==> src/rtl/life_window_pkg.sv <==
// Shared definitions for the Game of Life neighbourhood datapath: the window FSM
// states and the neighbour bit positions used by the counter and cell-update logic.
package life_window_pkg;

    typedef enum logic [1:0] {
        ST_FILL,
        ST_STREAM,
        ST_FLUSH
    } state_e;

    localparam int NB_NW    = 0;
    localparam int NB_N     = 1;
    localparam int NB_NE    = 2;
    localparam int NB_W     = 3;
    localparam int NB_E     = 4;
    localparam int NB_SW    = 5;
    localparam int NB_S     = 6;
    localparam int NB_SE    = 7;
    localparam int NB_COUNT = 8;

endpackage

==> src/rtl/life_edge_mask.sv <==
// Clears the neighbour bits that fall outside the board for the cell at (x, y).
module life_edge_mask
    import life_window_pkg::*;
#(
    parameter int W  = 8,
    parameter int H  = 8,
    parameter int XW = $clog2(W),
    parameter int YW = $clog2(H)
) (
    input  logic [NB_COUNT-1:0] taps,
    input  logic [XW-1:0]       x,
    input  logic [YW-1:0]       y,
    output logic [NB_COUNT-1:0] masked
);

    localparam logic [XW-1:0] X_MAX = XW'(W - 1);
    localparam logic [YW-1:0] Y_MAX = YW'(H - 1);

    always_comb begin
        masked = taps;
        if (x == '0) begin
            masked[NB_NW] = 1'b0;
            masked[NB_W]  = 1'b0;
            masked[NB_SW] = 1'b0;
        end
        if (x == X_MAX) begin
            masked[NB_NE] = 1'b0;
            masked[NB_E]  = 1'b0;
            masked[NB_SE] = 1'b0;
        end
        if (y == '0) begin
            masked[NB_NW] = 1'b0;
            masked[NB_N]  = 1'b0;
            masked[NB_NE] = 1'b0;
        end
        if (y == Y_MAX) begin
            masked[NB_SW] = 1'b0;
            masked[NB_S]  = 1'b0;
            masked[NB_SE] = 1'b0;
        end
    end

endmodule

==> src/rtl/life_window.sv <==
// Streaming 3x3 neighbourhood extractor: row-major cells in, one registered
// centre + 8-neighbour beat out per cell, with zero-padding at the board edges.
module life_window
    import life_window_pkg::*;
#(
    parameter int W = 8,
    parameter int H = 8
) (
    input  logic                  clk,
    input  logic                  rst_n,
    input  logic                  in_valid,
    output logic                  in_ready,
    input  logic                  in_cell,
    output logic                  out_valid,
    input  logic                  out_ready,
    output logic                  out_center,
    output logic [NB_COUNT-1:0]   out_neighbors,
    output logic [$clog2(W)-1:0]  out_x,
    output logic [$clog2(H)-1:0]  out_y,
    output logic                  out_last
);

    localparam int XW     = $clog2(W);
    localparam int YW     = $clog2(H);
    localparam int SR_N   = 2 * W + 3;
    localparam int P_LAST = W * H + W;
    localparam int PW     = $clog2(P_LAST + 1);

    localparam logic [PW-1:0] P_FILL_END = PW'(W + 1);
    localparam logic [PW-1:0] P_FLUSH    = PW'(W * H);
    localparam logic [PW-1:0] P_END      = PW'(P_LAST);
    localparam logic [XW-1:0] X_MAX      = XW'(W - 1);
    localparam logic [YW-1:0] Y_MAX      = YW'(H - 1);

    state_e              state_q, state_d;
    logic [PW-1:0]       p_q, p_d;
    logic [SR_N-1:0]     sr_q, sr_d;
    logic [XW-1:0]       ex_q, ex_d;
    logic [YW-1:0]       ey_q, ey_d;
    logic                started_q, started_d;
    logic                out_valid_q, out_valid_d;
    logic                out_center_q, out_center_d;
    logic [NB_COUNT-1:0] out_nb_q, out_nb_d;
    logic [XW-1:0]       out_x_q, out_x_d;
    logic [YW-1:0]       out_y_q, out_y_d;
    logic                out_last_q, out_last_d;

    logic                slot_free, in_ready_c, adv, emit, sample;
    logic [SR_N-1:0]     sr_shift;
    logic [NB_COUNT-1:0] taps, masked;

    // In FLUSH the window is fed zeros so the last rows see an empty row below.
    assign sample   = (state_q == ST_FLUSH) ? 1'b0 : in_cell;
    assign sr_shift = {sr_q[SR_N-2:0], sample};

    always_comb begin
        taps         = '0;
        taps[NB_NW]  = sr_shift[2*W+2];
        taps[NB_N]   = sr_shift[2*W+1];
        taps[NB_NE]  = sr_shift[2*W];
        taps[NB_W]   = sr_shift[W+2];
        taps[NB_E]   = sr_shift[W];
        taps[NB_SW]  = sr_shift[2];
        taps[NB_S]   = sr_shift[1];
        taps[NB_SE]  = sr_shift[0];
    end

    life_edge_mask #(.W(W), .H(H), .XW(XW), .YW(YW)) u_edge_mask (
        .taps   (taps),
        .x      (ex_q),
        .y      (ey_q),
        .masked (masked)
    );

    always_comb begin
        slot_free  = !out_valid_q || out_ready;
        in_ready_c = started_q && (state_q != ST_FLUSH) && slot_free;
        adv        = (state_q == ST_FLUSH) ? slot_free : (in_valid && in_ready_c);
        emit       = adv && (p_q >= P_FILL_END);

        state_d      = state_q;
        p_d          = p_q;
        sr_d         = sr_q;
        ex_d         = ex_q;
        ey_d         = ey_q;
        started_d    = 1'b1;
        out_valid_d  = out_valid_q && !out_ready;
        out_center_d = out_center_q;
        out_nb_d     = out_nb_q;
        out_x_d      = out_x_q;
        out_y_d      = out_y_q;
        out_last_d   = out_last_q;

        if (adv) begin
            sr_d = sr_shift;
            p_d  = (p_q == P_END) ? '0 : p_q + PW'(1);
            if (p_d < P_FILL_END) begin
                state_d = ST_FILL;
            end else if (p_d < P_FLUSH) begin
                state_d = ST_STREAM;
            end else begin
                state_d = ST_FLUSH;
            end
        end

        if (emit) begin
            out_valid_d  = 1'b1;
            out_center_d = sr_shift[W+1];
            out_nb_d     = masked;
            out_x_d      = ex_q;
            out_y_d      = ey_q;
            out_last_d   = (ex_q == X_MAX) && (ey_q == Y_MAX);
            if (ex_q == X_MAX) begin
                ex_d = '0;
                ey_d = (ey_q == Y_MAX) ? '0 : ey_q + YW'(1);
            end else begin
                ex_d = ex_q + XW'(1);
            end
            if (p_q == P_END) begin
                ex_d = '0;
                ey_d = '0;
            end
        end
    end

    always_ff @(posedge clk or negedge rst_n) begin
        if (!rst_n) begin
            state_q      <= ST_FILL;
            p_q          <= '0;
            sr_q         <= '0;
            ex_q         <= '0;
            ey_q         <= '0;
            started_q    <= 1'b0;
            out_valid_q  <= 1'b0;
            out_center_q <= 1'b0;
            out_nb_q     <= '0;
            out_x_q      <= '0;
            out_y_q      <= '0;
            out_last_q   <= 1'b0;
        end else begin
            state_q      <= state_d;
            p_q          <= p_d;
            sr_q         <= sr_d;
            ex_q         <= ex_d;
            ey_q         <= ey_d;
            started_q    <= started_d;
            out_valid_q  <= out_valid_d;
            out_center_q <= out_center_d;
            out_nb_q     <= out_nb_d;
            out_x_q      <= out_x_d;
            out_y_q      <= out_y_d;
            out_last_q   <= out_last_d;
        end
    end

    assign in_ready      = in_ready_c;
    assign out_valid     = out_valid_q;
    assign out_center    = out_center_q;
    assign out_neighbors = out_nb_q;
    assign out_x         = out_x_q;
    assign out_y         = out_y_q;
    assign out_last      = out_last_q;

endmodule

==> config.mk <==
export PLATFORM = sky130hd
export DESIGN_NAME = life_window
export DESIGN_NICKNAME = d
export VERILOG_FILES = /design/src/rtl/life_window_pkg.sv /design/src/rtl/life_edge_mask.sv /design/src/rtl/life_window.sv
export SDC_FILE = /design/constraint.sdc
export NUM_CORES = 1
export LEC_CHECK = 0
export ABC_AREA = 1
export ABC_CLOCK_PERIOD_IN_PS = 1270
export BUFFER_PORTS_ARGS = -buffer_cell sky130_fd_sc_hd__buf_2
export CORE_MARGIN = 2
export CORE_UTILIZATION = 45
export DETAILED_ROUTE_END_ITERATION = 12
export PLACE_DENSITY = 0.68
export SYNTH_ARGS = -nofsm -noshare
export SYNTH_HDL_FRONTEND = slang
export SYNTH_SLANG_ARGS = --single-unit
==> constraint.sdc <==
create_clock -name clk -period 1.27 [get_ports clk]
set_input_delay 0.127 -clock clk [delete_from_list [all_inputs] [get_ports clk]]
set_output_delay 0.127 -clock clk [all_outputs]
set_load 0.005 [all_outputs]
==> impl_metrics.json <==
{
  "core_area_mm2": 0.004817,
  "drv_slew": 0,
  "finalNetCount": 326,
  "clock-sinks": 51,
  "synth_seq_cells": 51,
  "wl_per_cell_um": 12.16,
  "cap_viol_max_count": 0,
  "hp-start": "in_cell",
  "synth.top_cell.area_share_pct": 55.65,
  "dp_hpwl_um": 3069,
  "yosysUniqueCellTypes": 25,
  "power_density_mw_per_mm2": 2492,
  "worstReg2RegEnd": "state_q[0]",
  "final_util_pct": 60.42,
  "hold_end": "sr_q[0]",
  "synthSimpleGateAreaFrac_pct": 22.97,
  "globalRouteOverflowTotal": 0,
  "ant_nets": 0,
  "antenna_found_initial": 0,
  "portBuffers": 22,
  "hold_depth": 3,
  "htree_levels": 2,
  "cp.arrival_ns": 1.57,
  "synthAdderAreaFrac_pct": 4.910,
  "hold_class": "primary input to flop",
  "violations": "setup timing",
  "fin_hold_ws_ns": 0.1054,
  "rows": 25,
  "place_ws_ns": -0.1629,
  "switching_share_pct": 40.56,
  "routed_wl_um": 4622,
  "reg2regPathDepth": 9,
  "post-route-cell-area_mm2": 0.002910,
  "fin_crit_sh_pct": 107.3,
  "ios": 23,
  "reg2reg_from": "p_q[0]",
  "synth_top_cell_by_area": "dfrtp_1",
  "ys.flop_type": "dfrtp_1",
  "synthToLayoutAreaGrowth_pct": 26.90,
  "finalClockSkew_ns": 0.007631,
  "via_count": 1793,
  "yosys.cell_count.top_type": "nand2_1",
  "cts.path.max_buffers": 2,
  "postSynthCellCount": 265,
  "synth_warnings": 0,
  "register_area_mm2": 0.001277,
  "synth_area_mm2": 0.002293,
  "fp.dieW_um": 75.39,
  "synth-xor-area-share_pct": 0.7638,
  "synth_commonest_cells": "nand2_1 (98), dfrtp_1 (51), inv_1 (24)",
  "numCtsBuffers": 5,
  "p_seq_share_pct": 36.3,
  "tns_ns": -0.8191,
  "fmax_mhz": 733.6,
  "intPower_w": 0.004311,
  "finalHoldViolations": 0,
  "grt_usage_pct": 18.17,
  "place_congestion": 0.8050,
  "route.detailed.drc": 0,
  "die_h_um": 75.39,
  "setup_viol": 29,
  "grt_max_degree": 52,
  "synthTopCellsByArea": "dfrtp_1 (56%), nand2_1 (16%), ha_1 (4.9%)",
  "dpl-instance-area_mm2": 0.002654,
  "design.die.area_mm2": 0.005684,
  "clk_pin_slew_worst_paths_ns": 0.10,
  "share_comb_of_total_power_pct": 50.0,
  "cts_tree": "done",
  "crit_type": "flop to flop",
  "clockPowerShare_pct": 13.7,
  "rsz0062_at_grt": "true",
  "synth-edff-count": 0,
  "clk_latency_ns": 0.31,
  "outcome": "finished, violations left",
  "initial_core_util_pct": 47.61,
  "critPathRequiredTime_ns": 1.48,
  "fin_ws_ns": -0.09309,
  "ys_seq_area_share_pct": 55.65,
  "grt_pass1_wl_um": 7769,
  "critPathMaxFanout": 5,
  "synth.mux.area_fraction_pct": 0,
  "crit_path_end_kind": "flop",
  "leakage_nw": 1.490,
  "routed_via_density": 4.718,
  "root_buffer": "clkbuf_8",
  "drt_iter0_drc": 97,
  "avgSynthCellArea_um2": 8.655,
  "first_pass_iters": 4,
  "fin_crit_ns": 1.363,
  "synth_compound_area_share_pct": 8.402,
  "antennaDiodeCount": 0,
  "grt_pass1_vias": 1717,
  "multi_input_area_um2": 958.4,
  "cp-start-kind": "flop",
  "final_layout_size_suffix_gt1_share_pct": 28.43,
  "synth_nets": 279,
  "synth_top_family_by_area": "simple AND/OR/NAND/NOR gates",
  "synth-async-reset-ratio_pct": 100.0,
  "rrSetupSlack_ns": -0.09,
  "p_switching_w": 0.002941,
  "peakVddDrop_mv": 1.049,
  "fillCellCount": 443
}
==> stage by stage <==
stage	std cells	power, W
after floorplan	265	0.004665
after global placement	364	0.005732
after detailed placement	364	0.005815
after CTS	379	0.007090
after global routing	380	0.007920
final	380	0.007253
==> worst max-delay path by stage <==
| stage | from | endpoint | slack (ns) |
|---|---|---|---|
| finish | p_q[0] | state_q[0] | -0.09 |
| global route | p_q[1] | p_q[4] | -0.21 |
| CTS | p_q[0] | state_q[0] | -0.09 |
| detailed placement | ex_q[0] | ex_q[1] | -0.16 |
| global placement | ex_q[0] | ex_q[1] | -0.14 |
| floorplan | p_q[0] | state_q[0] | 0.001 |
==> worst max-delay path, stage by stage (launching register included) <==
cell and delay (ns):
dfrtp_2 0.45, ha_2 0.21, buf_6 0.12, xor2_2 0.15
nand2_4 0.08, nand3_2 0.06, nand2_1 0.06, nand2_1 0.05
nand2_1 0.05, nand2_1 0.05
==> cell families after synthesis <==
group | after synthesis
AND/OR/NAND/NOR | 128
flip-flops | 51
AO/OA/AOI/OAI | 38
buffers and inverters | 36
adder cells (fa/ha/maj) | 9
XOR/XNOR | 2
other | 1
==> sequential cells by signal (all words and copies together) (netlist names) <==
| register | count |
|---|---|
| sr_q | 18 |
| out_neighbors | 8 |
| p_q | 7 |
| ex_q | 3 |
| ey_q | 3 |
| out_x | 3 |
| out_y | 3 |
| state_q | 2 |
| out_center | 1 |
| out_last | 1 |
| out_valid | 1 |
| started_q | 1 |
==> per-layer routing <==
| layer | track usage (%) | up-vias | share of wire [%] |
|---|---|---|---|
| met5 | 0 | - | 0 |
| met4 | 7.992 | 0 | 2.7 |
| met3 | 3.704 | 9 | 3.5 |
| met2 | 28.70 | 39 | 45 |
| met1 | 24.36 | 823 | 48 |
| li1 | - | 922 | - |
==> timing repair <==
item | 4_1_cts | 5_1_grt
hold endpoints to repair | 51 | 0
pin swaps | 7 | 9
gates resized for setup | 14 | 13
hold buffers | 1 | 0
setup buffers | 6 | 1
endpoints found under the setup margin | 27 | 35
==> placed cells by master, fill, tap and decap left out, drive strengths merged <==
cell type / Yosys / layout
xor2: 2 / 2
nor3: 1 / 1
a21oi: 1 / 1
nor2: 13 / 13
nand4: 1 / 1
clkinvlp: 0 / 1
clkinv: 0 / 1
inv: 28 / 28
clkbuf: 1 / 6
dlygate4sd3: 0 / 1
and3: 1 / 1
ha: 9 / 9
dfrtp: 51 / 51
nand2: 100 / 100
conb: 1 / 1
buf: 7 / 47
o21ai: 36 / 36
o21a: 1 / 1
nand3: 12 / 12
==> power by group through the flow <==
stage	sequential, W	clock [W]	combinational (W)
floorplan	0.00265	0	0.00202
global placement	0.00265	0	0.00308
detailed placement	0.00266	0	0.00315
CTS	0.00262	0.00104	0.00343
global route	0.00271	0.00110	0.00411
finish	0.00263	0.000993	0.00363
==> layout make-up <==
cell class	instances	share of cell area [%]
flip-flops and latches	51	43.90
clock inverters	2	0.5589
repair buffers	48	13.03
clock buffers	6	2.837
well taps	67	2.880
multi-input cells	178	32.93
inverters	28	3.869
Power figures use the tool's default switching activity.
